--- src/rtl/uart_tx_fifo_if.sv ---
// Byte-write and line-status bundle between a producer and the buffered UART transmitter.
interface uart_tx_fifo_if;
  logic [7:0] i_data;
  logic       i_wr;
  logic       o_full;
  logic       o_empty;
  logic       o_busy;
  logic       o_tx;

  modport master (output i_data, i_wr, input o_full, o_empty, o_busy, o_tx);
  modport slave  (input i_data, i_wr, output o_full, o_empty, o_busy, o_tx);
endinterface

--- src/rtl/uart_tx_fifo.sv ---
// Buffered 8N1 UART transmitter: a small circular FIFO feeding a start/data/stop serialiser.
module uart_tx_fifo #(
  parameter int DELAY_FRAMES = 234,
  parameter int FIFO_AW      = 4
) (
  input  logic          i_clk,
  input  logic          i_rst,
  uart_tx_fifo_if.slave bus
);

  localparam int Depth = 1 << FIFO_AW;
  localparam int PtrW  = FIFO_AW + 1;
  localparam int CntW  = $clog2(DELAY_FRAMES + 1);

  typedef enum logic [1:0] {IDLE, START, DATA, STOP} state_e;

  state_e            state_q, state_d;
  logic [CntW-1:0]   cyc_q, cyc_d;
  logic [2:0]        bit_q, bit_d;
  logic [7:0]        shift_q, shift_d;
  logic [7:0]        mem_q [Depth];
  logic [PtrW-1:0]   wptr_q, rptr_q, count_q;
  logic              wrAcc, pop, bitDone, fifoEmpty;
  logic              txBit, busy;

  // Acceptance looks only at the registered count, so a same-cycle pop never frees a slot.
  assign fifoEmpty = (count_q == '0);
  assign wrAcc     = bus.i_wr && (count_q < PtrW'(Depth));
  assign bitDone   = (cyc_q == CntW'(DELAY_FRAMES - 1));
  assign pop       = !fifoEmpty &&
                     ((state_q == IDLE) || ((state_q == STOP) && bitDone));

  always_ff @(posedge i_clk) begin
    if (wrAcc) begin
      mem_q[wptr_q[FIFO_AW-1:0]] <= bus.i_data;
    end
  end

  always_ff @(posedge i_clk) begin
    if (i_rst) begin
      wptr_q  <= '0;
      rptr_q  <= '0;
      count_q <= '0;
    end else begin
      if (wrAcc) begin
        wptr_q <= wptr_q + PtrW'(1);
      end
      if (pop) begin
        rptr_q <= rptr_q + PtrW'(1);
      end
      count_q <= count_q + PtrW'(wrAcc) - PtrW'(pop);
    end
  end

  always_ff @(posedge i_clk) begin
    if (i_rst) begin
      state_q <= IDLE;
      cyc_q   <= '0;
      bit_q   <= '0;
      shift_q <= '0;
    end else begin
      state_q <= state_d;
      cyc_q   <= cyc_d;
      bit_q   <= bit_d;
      shift_q <= shift_d;
    end
  end

  // The stop bit chains straight into the next start bit when a byte is waiting.
  always_comb begin
    state_d = state_q;
    cyc_d   = cyc_q;
    bit_d   = bit_q;
    shift_d = pop ? mem_q[rptr_q[FIFO_AW-1:0]] : shift_q;
    unique case (state_q)
      IDLE: begin
        cyc_d = '0;
        if (pop) begin
          state_d = START;
        end
      end
      START: begin
        if (bitDone) begin
          state_d = DATA;
          cyc_d   = '0;
          bit_d   = '0;
        end else begin
          cyc_d = cyc_q + CntW'(1);
        end
      end
      DATA: begin
        if (bitDone) begin
          cyc_d = '0;
          if (bit_q == 3'd7) begin
            state_d = STOP;
          end else begin
            bit_d = bit_q + 3'd1;
          end
        end else begin
          cyc_d = cyc_q + CntW'(1);
        end
      end
      STOP: begin
        if (bitDone) begin
          cyc_d   = '0;
          state_d = pop ? START : IDLE;
        end else begin
          cyc_d = cyc_q + CntW'(1);
        end
      end
      default: state_d = IDLE;
    endcase
  end

  always_comb begin
    txBit = 1'b1;
    busy  = 1'b1;
    unique case (state_q)
      IDLE:    busy  = 1'b0;
      START:   txBit = 1'b0;
      DATA:    txBit = shift_q[bit_q];
      default: txBit = 1'b1;
    endcase
  end

  assign bus.o_tx    = txBit;
  assign bus.o_busy  = busy;
  assign bus.o_empty = fifoEmpty;
  assign bus.o_full  = (count_q == PtrW'(Depth));

endmodule

--- src/flat_wrapper.sv ---
// flat-port wrapper written by rule: the top's interface ports become plain ports
module uart_tx_fifo_flat 
#(
  parameter int DELAY_FRAMES = 234,
  parameter int FIFO_AW      = 4
)
  (i_clk, i_rst, bus_i_data, bus_i_wr, bus_o_full, bus_o_empty, bus_o_busy, bus_o_tx);
  uart_tx_fifo_if bus_i ();
  input  logic i_clk;
  input  logic i_rst;
  input wire logic [$bits(bus_i.i_data)-1:0] bus_i_data;
  input wire logic [$bits(bus_i.i_wr)-1:0] bus_i_wr;
  output wire logic [$bits(bus_i.o_full)-1:0] bus_o_full;
  output wire logic [$bits(bus_i.o_empty)-1:0] bus_o_empty;
  output wire logic [$bits(bus_i.o_busy)-1:0] bus_o_busy;
  output wire logic [$bits(bus_i.o_tx)-1:0] bus_o_tx;
  assign bus_i.i_data = bus_i_data;
  assign bus_i.i_wr = bus_i_wr;
  assign bus_o_full = bus_i.o_full;
  assign bus_o_empty = bus_i.o_empty;
  assign bus_o_busy = bus_i.o_busy;
  assign bus_o_tx = bus_i.o_tx;
  uart_tx_fifo #(.DELAY_FRAMES(DELAY_FRAMES), .FIFO_AW(FIFO_AW)) u_core (.i_clk(i_clk), .i_rst(i_rst), .bus(bus_i));
endmodule
--- config.mk ---
export PLATFORM = sky130hd
export DESIGN_NAME = uart_tx_fifo_flat
export DESIGN_NICKNAME = d
export VERILOG_FILES = /design/src/rtl/uart_tx_fifo_if.sv /design/src/rtl/uart_tx_fifo.sv /design/src/flat_wrapper.sv
export SDC_FILE = /design/constraint.sdc
export NUM_CORES = 1
export LEC_CHECK = 0
export ABC_AREA = 0
export BUFFER_PORTS_ARGS = -buffer_cell sky130_fd_sc_hd__buf_2
export CAP_MARGIN = 40
export CELL_PAD_IN_SITES_DETAIL_PLACEMENT = 1
export CELL_PAD_IN_SITES_GLOBAL_PLACEMENT = 1
export CORE_MARGIN = 2
export CORE_UTILIZATION = 40
export DETAILED_ROUTE_END_ITERATION = 8
export PLACE_DENSITY = 0.69
export SYNTH_ARGS = -nofsm -noshare
export SYNTH_HDL_FRONTEND = slang
export SYNTH_SLANG_ARGS = --single-unit
--- constraint.sdc ---
create_clock -name i_clk -period 3.7 [get_ports i_clk]
set_clock_uncertainty 0.05 [all_clocks]
set_input_delay 0.74 -clock i_clk [delete_from_list [all_inputs] [get_ports i_clk]]
set_output_delay 0.74 -clock i_clk [all_outputs]
set_load 0.05 [all_outputs]
**After elaboration in Yosys (flattened, before gate mapping)**

Memories as Yosys holds them, arrays and structs flattened. A register that Yosys moved wholly into a read port is not among the register bits.
Index checks and enable logic that the tools add are counted.

- Flip-flop bits (word level): 28
- Bits in writable memories: 128
- Bits of input ports: 11
- Output and inout port bits: 4
- Logic and storage cells: 57
- Memories kept: 1

- $add $sub $neg: 6
- Magnitude comparators: 2
- Equality and inequality tests: 12
- Muxes and demuxes: 19
- Reductions and logical operators: 11

Memories:

| name | words | bits a word | rd ports | clocked after Yosys merged registers in | write ports | line | RTL |
|---|---|---|---|---|---|---|---|
| u_core.mem_q | 16 | 8 | 1 | 1 | 1 | uart_tx_fifo.sv:21 | `logic [7:0] mem_q [Depth];` |

Operators with widths:

| kind | number |
|---|---|
| one-hot mux 8 bit (2 select lines) | 1 |
| adder 5 x 1 -> 5 bit, second input constant | 2 |
| two-way mux 2 bit | 5 |
| != test 2 x 1 -> 1 bit, second input constant | 5 |
| two-way mux 3 bit | 3 |
| adder 8 x 1 -> 8 bit, second input constant | 1 |
| equality test 8 bit, second input constant | 1 |
| two-way mux 8 bit | 1 |
| one-hot mux 2 bit (4 select lines) | 1 |
| one-hot mux 3 bit (2 select lines) | 1 |
| adder 5 x 1 -> 5 bit | 1 |
| equality test 5 bit, second input constant | 1 |
| zero test 5 bit | 1 |
| < comparator 5 bit, second input constant | 1 |
| two-way mux 1 bit | 5 |
| AND reduction 5 bit | 1 |
| subtractor 5 x 1 -> 5 bit | 1 |
| equality test 2 bit, second input constant | 2 |
| < comparator 3 x 4 -> 1 bit, second input constant | 1 |
| AND reduction 4 bit | 1 |
| adder 3 x 1 -> 3 bit, second input constant | 1 |
| binary-select mux 1 bit (select 3 bit) | 1 |
| equality test 3 bit, second input constant | 1 |
| logical AND 1 bit | 3 |
| other kinds (8) | 8 |

**Logic depth before layout (Yosys ltp)**

Gate-level depths: netlist (run 1).

- Depth in word-level cells: 7
- Gate-level depth with buffers: 15
- Depth with buffers taken out: 13

**Worst setup path before layout (run 1)**

Ideal clock, no wire load.

- Path kind: flip-flop to flip-flop
- Start point: reg u_core.count_q[3]
- End point: reg u_core.count_q[4]
- Library setup time: 70 ps
- Arrival time: 3,305 ps
- Required time: 3,580 ps
- Setup slack: 275 ps
- Cell stages (with the launch flop): 14
- Path buffers: 1
- Clock period less this slack: 3,425 ps
- Cell sequence: dfxtp_1 inv_1 ha_1 nor4b_1 clkbuf_1 nor2_2 ha_1 inv_1 ha_1 fa_1 a21oi_1 nor2_1 or3_1 a21oi_1

- Longest elaborated chain between the ends: 4

Ends and longest elaborated chain:

| what | line | RTL |
|---|---|---|
| start: declaration | uart_tx_fifo.sv:22 | `logic [PtrW-1:0] wptr_q, rptr_q, count_q;` |
| start signal: assignment | uart_tx_fifo.sv:51 | `count_q <= count_q + PtrW'(wrAcc) - PtrW'(pop);` |
| zero test 5 bit | uart_tx_fifo.sv:27 | `assign fifoEmpty = (count_q == '0);` |
| via bus_o_empty | flat_wrapper.sv:14 | `output wire logic [$bits(bus_i.o_empty)-1:0] bus_o_empty;` |
| zero test 1 bit | uart_tx_fifo.sv:30 | `assign pop = !fifoEmpty &&` |
| logical AND 1 bit | uart_tx_fifo.sv:30 |  |
| via u_core.pop | uart_tx_fifo.sv:23 | `logic wrAcc, pop, bitDone, fifoEmpty;` |
| subtractor 5 x 1 -> 5 bit | uart_tx_fifo.sv:51 |  |

The timed path passes the listed nets, and every way through them passes these cells.
A chain may end at the register's enable or synchronous reset.

**Final worst setup path (run 1)**

- Start point: reg u_core.cyc_q[0]
- End point: reg u_core.count_q[4]

- Longest elaborated chain between the ends: 5

Ends and longest elaborated chain:

| what | line | RTL |
|---|---|---|
| start: declaration | uart_tx_fifo.sv:18 | `logic [CntW-1:0] cyc_q, cyc_d;` |
| start signal: assignment | uart_tx_fifo.sv:63 | `cyc_q <= cyc_d;` |
| equality test 8 bit | uart_tx_fifo.sv:29 | `assign bitDone = (cyc_q == CntW'(DELAY_FRAMES - 1));` |
| logical AND 1 bit | uart_tx_fifo.sv:31 | `((state_q == IDLE) \|\| ((state_q == STOP) && bitDone));` |
| logical OR 1 bit | uart_tx_fifo.sv:31 |  |
| logical AND 1 bit | uart_tx_fifo.sv:30 |  |
| via u_core.pop | uart_tx_fifo.sv:23 |  |
| subtractor 5 x 1 -> 5 bit | uart_tx_fifo.sv:51 |  |

The timed path passes the listed nets, and every way through them passes these cells.

==> results of run 1 <==
[registers in the layout, summed over array words and instances, names as in the netlist]
signal          count
u_core.cyc_q        8
u_core.state_q      2
u_core.wptr_q       4
u_core.shift_q      8
u_core.rptr_q       4
u_core.count_q      5
u_core.bit_q        3
u_core.mem_q      128
[cell usage after synthesis, drive strengths merged (7+ instances only)]
master / count / area share, %
inv: 14 / 0.79
nand3: 7 / 0.53
nor2: 40 / 2.3
mux4: 34 / 11
xor2: 7 / 0.92
a21oi: 12 / 0.90
nand2b: 15 / 1.4
o22ai: 8 / 0.75
edfxtp: 128 / 58
clkbuf: 12 / 0.68
buf: 9 / 0.71
dfxtp: 34 / 10
ha: 20 / 3.8
a22o: 16 / 2.1
[worst max-delay path, stage by stage, from the launching register on]
cell and delay (ns):
sky130_fd_sc_hd__dfxtp_1 0.39, sky130_fd_sc_hd__ha_1 0.16, sky130_fd_sc_hd__or3b_1 0.41, sky130_fd_sc_hd__o31a_1 0.42
sky130_fd_sc_hd__nor2_2 0.15, sky130_fd_sc_hd__ha_1 0.14, sky130_fd_sc_hd__inv_1 0.04, sky130_fd_sc_hd__ha_1 0.19
sky130_fd_sc_hd__fa_1 0.40, sky130_fd_sc_hd__a21oi_1 0.16, sky130_fd_sc_hd__nor2_1 0.06, sky130_fd_sc_hd__or3_1 0.34
sky130_fd_sc_hd__a21oi_1 0.17
[through the flow]
step                std cells  setup WS (ns)  utilization (%)  total power, uW  hold slack, ns
floorplan                 413          0.275                -             3260           0.391
global placement          639          0.665             42.8             3580           0.405
detailed placement        639          0.535             42.8             3640           0.428
CTS                       670          0.506             46.0             5250           0.443
global route              670          0.286             46.0             5470           0.466
finish                    670          0.535             46.0             5190           0.435
[report_power, final]
group / internal (uW) / total, uW / leakage (uW) / switching, uW
Clock: 867 / 1600 / 0.000253 / 729
Sequential: 2100 / 2230 / 0.00143 / 127
Combinational: 622 / 1360 / 0.000803 / 736
Total: 3590 / 5190 / 0.00249 / 1590
[metal layers]
metal	track usage, %	vias to the layer above	part of all wire (%)
met4	6.09	0	1.6
met5	0	-	0
met3	3.84	17	4.0
met2	28.9	59	51
li1	-	1636	-
met1	22.2	1820	43
[layout make-up]
type                            instances  area [um2]
Fill cell                            1625        8890
Sequential cell                       162        4530
Multi-Input combinational cell        216        2010
Clock buffer                           19         433
Tap cell                              220         275
Timing Repair Buffer                   27         180
Clock inverter                         12         100
Inverter                               14        52.6
[worst min path at each step]
stage / slack, ns / to / cells after the start / from
after global placement: 0.41 / u_core.cyc_q[0]$_SDFF_PP0_ / 1 / u_core.cyc_q[0]$_SDFF_PP0_
after global routing: 0.47 / u_core.shift_q[6]$_SDFFE_PP0P_ / 2 / u_core.shift_q[6]$_SDFFE_PP0P_
after detailed placement: 0.43 / u_core.cyc_q[0]$_SDFF_PP0_ / 1 / u_core.cyc_q[0]$_SDFF_PP0_
after floorplan: 0.39 / u_core.cyc_q[0]$_SDFF_PP0_ / 1 / u_core.cyc_q[0]$_SDFF_PP0_
final: 0.44 / u_core.cyc_q[0]$_SDFF_PP0_ / 1 / u_core.cyc_q[0]$_SDFF_PP0_
after CTS: 0.44 / u_core.cyc_q[0]$_SDFF_PP0_ / 1 / u_core.cyc_q[0]$_SDFF_PP0_
[logic make-up (layout without fill, tap and decap cells)]
kind of cell,after synthesis,in the layout,share of synthesized area (%)
xor+xnor,12,12,1.58
flops,162,162,67.8
compound gates,53,53,5.49
mux,35,35,11.6
fa+ha+maj,21,21,4.05
buf+inv,35,72,2.18
simple gates,95,95,7.26
==> flow_summary.toml, run 1 <==
[outcome]
run_status = "completed"

[floorplanning]
initial_core_util_pct = 40.5
fp.dieH_um = 133
die_w_um = 133
ios = 15
placementRows = 47
core_footprint_mm2 = 0.0165
fp.dieArea_mm2 = 0.0177

[final_layout]
final_common_cell = "sky130_fd_sc_hd__edfxtp_1"
postLayoutCellArea_mm2 = 0.00757
areaGrowthSynthToFinish_pct = 13.5
number_of_antenna_diodes = 0
final_net_count = 470
post_route_cells_drive_above_1_share_pct = 21.1
most_frequent_cells_in_the_layout = "128 x sky130_fd_sc_hd__edfxtp_1, 39 x sky130_fd_sc_hd__nor2_1, 34 x sky130_fd_sc_hd__mux4_2, 33 x sky130_fd_sc_hd__dfxtp_1, 20 x sky130_fd_sc_hd__ha_1"

[global_routing]
global_route_wire_length_before_repair_um = 22400
grt_util_all_layers_pct = 17.2
globalRouteOverflowTotal = 0
grt_pass1_vias = 3897
number_of_antenna_violations_at_the_first_check_in_global_routing = 0
grt_max_degree = 36

[yosys]
mean_cell_area_of_the_mapped_netlist_um2 = 16.2
netlist_area_mm2 = 0.00667
synth-edff-count = 128
synth_ff_type = "sky130_fd_sc_hd__edfxtp_1"
postSynth.asyncResetShare_pct = 0
netlist-cell-type-count = 43
synth_warnings = 0
postSynthRegisterBits = 162
register_area_share_after_synthesis_pct = 67.8
synthesis.instances = 413
syn-num-nets = 445

[place]
gpl.final_weighted_congestion = 0.699
hpwl_um = 9320
placed_area_mm2 = 0.00704
port-buffer-count = 14

[clock_network]
tritoncts_num_sinks = 162
cts_post_setup_buffers_inserted = 0
max-clock-path-buffers = 2
cts.clk_slew.worst_paths_ns = 0.06
cts_tree = "done"
cts-root-buf = "sky130_fd_sc_hd__clkbuf_16"
post_cts_hold_buffer_count = 0
total_number_of_h_tree_levels = 4
clock_buffer_count_from_cts = 17
cts-resized-gates = 0
clock_insertion_delay_at_the_later_pin_of_the_skew_report_ns = 0.42

[worst_setup_path]
crit_path_end_kind = "flip-flop"
ff2ff_path_depth = 12
setup.worst_path.end = "u_core.count_q[4]$_SDFF_PP0_"
critical_path_class = "flip-flop to flip-flop"
crit_start = "u_core.cyc_q[0]$_SDFF_PP0_"
critical_path.max_fanout = 10
rr_startpoint = "u_core.cyc_q[0]$_SDFF_PP0_"
regToRegEndpoint = "u_core.count_q[4]$_SDFF_PP0_"
reg2reg_setup_slack_ns = 0.54
worst-endpoint-required_ns = 3.99
startpoint_type = "flip-flop"
cp_data_arrival_time_ns = 3.46

[drt]
detail-route-antenna-nets = 0
drt-initial-drc-count = 228
finalWirelength_um = 14000
drt-pass1-iter-count = 4
drc = 0
route.vias.total = 3532
routed_via_density = 5.27
avgRoutedWirePerCell_um = 20.9

[flow_run]
drv.max_cap_violation_count = 0

[power]
total_leakage_power_uw = 0.00249
vdd_ir_drop_max_mv = 0.357
power.density_cell_area_mw_per_mm2 = 685

[sta]
min_period_over_period_pct = 85.5
grt_setup_unrepaired = "no"
finalHoldViolCount = 0
pin_slew_with_the_least_headroom_to_its_limit_ns = 0.817
setup_viol_count_final = 0
setup_tns_ns = 0
timing.max_slew.rel_slack_pct = 45.3
max_freq_ghz = 0.316
maxSlewViolCount = 0
min_cycle_time_layout_ns = 3.16

[hold_path]
tightest_hold_check_type = "flip-flop to flip-flop"
Power figures use the tool's default switching activity.
==> inputs of run 2 (changes only) <==
Settings changed: TNS_END_PERCENT set to 30.
Clock period 3.7 ns to 3.75 ns, I/O delays scaled along.
==> run 2 against run 1 <==
- critical path depth did not move
- cell count fell by 0.30%
- design area rose by 0.38%
- register-to-register slack improved by 0.06 ns
- power rose by 1.3%
- flip-flop and latch count did not move
- critical path type unchanged
- fmax rose by 0.22%
- global-route usage fell by 1.0 points
==> flow_summary.toml, run 2 (synthesized netlist as in run 1, its figures left out) <==
[clock_network]
total_number_of_h_tree_levels = 4
cts_tree = "done"
cts_post_setup_buffers_inserted = 0
tritoncts_num_sinks = 162
cts-resized-gates = 0
post_cts_hold_buffer_count = 0
cts.clk_slew.worst_paths_ns = 0.06
cts-root-buf = "sky130_fd_sc_hd__clkbuf_16"
max-clock-path-buffers = 2
clock_buffer_count_from_cts = 17
clock_insertion_delay_at_the_later_pin_of_the_skew_report_ns = 0.43

[sta]
min_cycle_time_layout_ns = 3.16
finalHoldViolCount = 0
maxSlewViolCount = 0
setup_viol_count_final = 0
max_freq_ghz = 0.317
timing.max_slew.rel_slack_pct = 46.9
setup_tns_ns = 0
pin_slew_with_the_least_headroom_to_its_limit_ns = 0.793
min_period_over_period_pct = 84.2
grt_setup_unrepaired = "no"

[hold_path]
hold_path_depth = 1
hp-start = "u_core.cyc_q[0]$_SDFF_PP0_"
tightest_hold_check_type = "flip-flop to flip-flop"
end_point_of_the_most_critical_hold_path = "u_core.cyc_q[0]$_SDFF_PP0_"

[worst_setup_path]
critical_path.max_fanout = 10
cp_data_arrival_time_ns = 3.47
rr_startpoint = "u_core.cyc_q[0]$_SDFF_PP0_"
cp_cell_sequence = "ha_1 > or3b_1 > o31a_1 > nor2_2 > ha_1 > inv_1 > ha_1 > fa_1 > a21oi_1 > nor2_1 > or3_1 > a21oi_1"
path_delay_family = "simple AND/OR/NAND/NOR gates"
crit_path_max_incr_delay_ns = 0.42
crit_path_end_kind = "flip-flop"
reg2reg_setup_slack_ns = 0.59
cp_common_cell = "sky130_fd_sc_hd__ha_1"
slowest_cell_on_crit_path = "sky130_fd_sc_hd__or3b_1"
critical_path_class = "flip-flop to flip-flop"
regToRegEndpoint = "u_core.count_q[4]$_SDFF_PP0_"
worst-endpoint-required_ns = 4.06
total_number_of_cells_along_the_worst_setup_path = 12
critical_path.n_buffers_inverters = 1
startpoint_type = "flip-flop"
ff2ff_path_depth = 12

[floorplanning]
die_w_um = 133
core_footprint_mm2 = 0.0165
initial_core_util_pct = 40.5
ios = 15
fp.dieH_um = 133
placementRows = 47
fp.dieArea_mm2 = 0.0177

[place]
hpwl_um = 8700
port-buffer-count = 14
placedCellCount = 637
gpl.final_weighted_congestion = 0.709

[final_layout]
largest_register_ffs = 128
final_cell_count_no_fill = 668
final_common_cell = "sky130_fd_sc_hd__edfxtp_1"
final_net_count = 468
post_route_cells_drive_above_1_share_pct = 20.8
number_of_antenna_diodes = 0
most_frequent_cells_in_the_layout = "128 x sky130_fd_sc_hd__edfxtp_1, 39 x sky130_fd_sc_hd__nor2_1, 34 x sky130_fd_sc_hd__mux4_2, 33 x sky130_fd_sc_hd__dfxtp_1, 20 x sky130_fd_sc_hd__ha_1"
areaGrowthSynthToFinish_pct = 14.0
layout.core_utilization_pct = 46.2

[drt]
avgRoutedWirePerCell_um = 19.7
drt-pass1-iter-count = 4
finalWirelength_um = 13200
route.vias.total = 3499
drt-initial-drc-count = 226
detail-route-antenna-nets = 0
drc = 0
routed_via_density = 5.24

[power]
total_leakage_power_uw = 0.00251
combinational_cell_fraction_of_total_power_pct = 24.9
internal_power_uw = 3730
power.switching_uw = 1530
power.density_cell_area_mw_per_mm2 = 691
vdd_ir_drop_max_mv = 0.366
share_clk_of_total_power_pct = 33.0
power.share.switching_pct = 29.1
seqPwrFrac_pct = 42.1

[global_routing]
globalRouteOverflowTotal = 0
global_route_wire_length_before_repair_um = 20900
number_of_antenna_violations_at_the_first_check_in_global_routing = 0
grt_pass1_vias = 3738
grt_util_all_layers_pct = 16.2
grt_max_degree = 36

[outcome]
run_status = "completed"

[flow_run]
drv.max_cap_violation_count = 0
[run 2: cell count changes in the layout (fill, tap and decap cells not counted), sizes merged]
cell and change:
buf -2, bufinv +3, clkinv +1, clkinvlp -2
inv -2
[run 2: layout make-up]
class / instances / area [um2]
fill: 1623 / 8860
sequential: 162 / 4530
tap: 220 / 275
multi-input combinational: 216 / 2010
clock inverter: 12 / 156
clock buffer: 19 / 433
inverter: 14 / 52.6
timing repair buffer: 25 / 153
[run 2: stage by stage]
step | hold WS [ns] | instance area, um2 | setup slack [ns] | power [uW]
after detailed placement | 0.423 | 7010 | 0.584 | 3580
after floorplan | 0.391 | 6670 | 0.325 | 3220
final | 0.434 | 7600 | 0.592 | 5250
after global placement | 0.405 | 7010 | 0.713 | 3520
after CTS | 0.438 | 7600 | 0.565 | 5310
after global routing | 0.461 | 7600 | 0.378 | 5530
[run 2: power groups by stage]
stage	clock network, uW	registers, uW	logic [uW]
2_1_floorplan	0	2170	1050
3_3_place_gp	0	2250	1270
3_5_place_dp	0	2260	1320
4_1_cts	1770	2220	1330
5_1_grt	1830	2240	1450
6_report	1740	2210	1310
[run 2: layer usage]
metal	GRT usage [%]	part of all wire, %
met4	6.62	1.3
met5	0	0
met3	4.15	3.5
met2	26.3	51
met1	20.9	45
[run 2: worst max path at each step]
stage	startpoint	slack, ns	to
2_1_floorplan	u_core.count_q[3]$_SDFF_PP0_	0.32	u_core.count_q[4]$_SDFF_PP0_
5_1_grt	u_core.cyc_q[0]$_SDFF_PP0_	0.38	u_core.count_q[4]$_SDFF_PP0_
3_5_place_dp	u_core.cyc_q[0]$_SDFF_PP0_	0.58	u_core.count_q[4]$_SDFF_PP0_
6_report	u_core.cyc_q[0]$_SDFF_PP0_	0.59	u_core.count_q[4]$_SDFF_PP0_
4_1_cts	u_core.cyc_q[0]$_SDFF_PP0_	0.56	u_core.count_q[4]$_SDFF_PP0_
3_3_place_gp	u_core.cyc_q[0]$_SDFF_PP0_	0.71	u_core.count_q[4]$_SDFF_PP0_
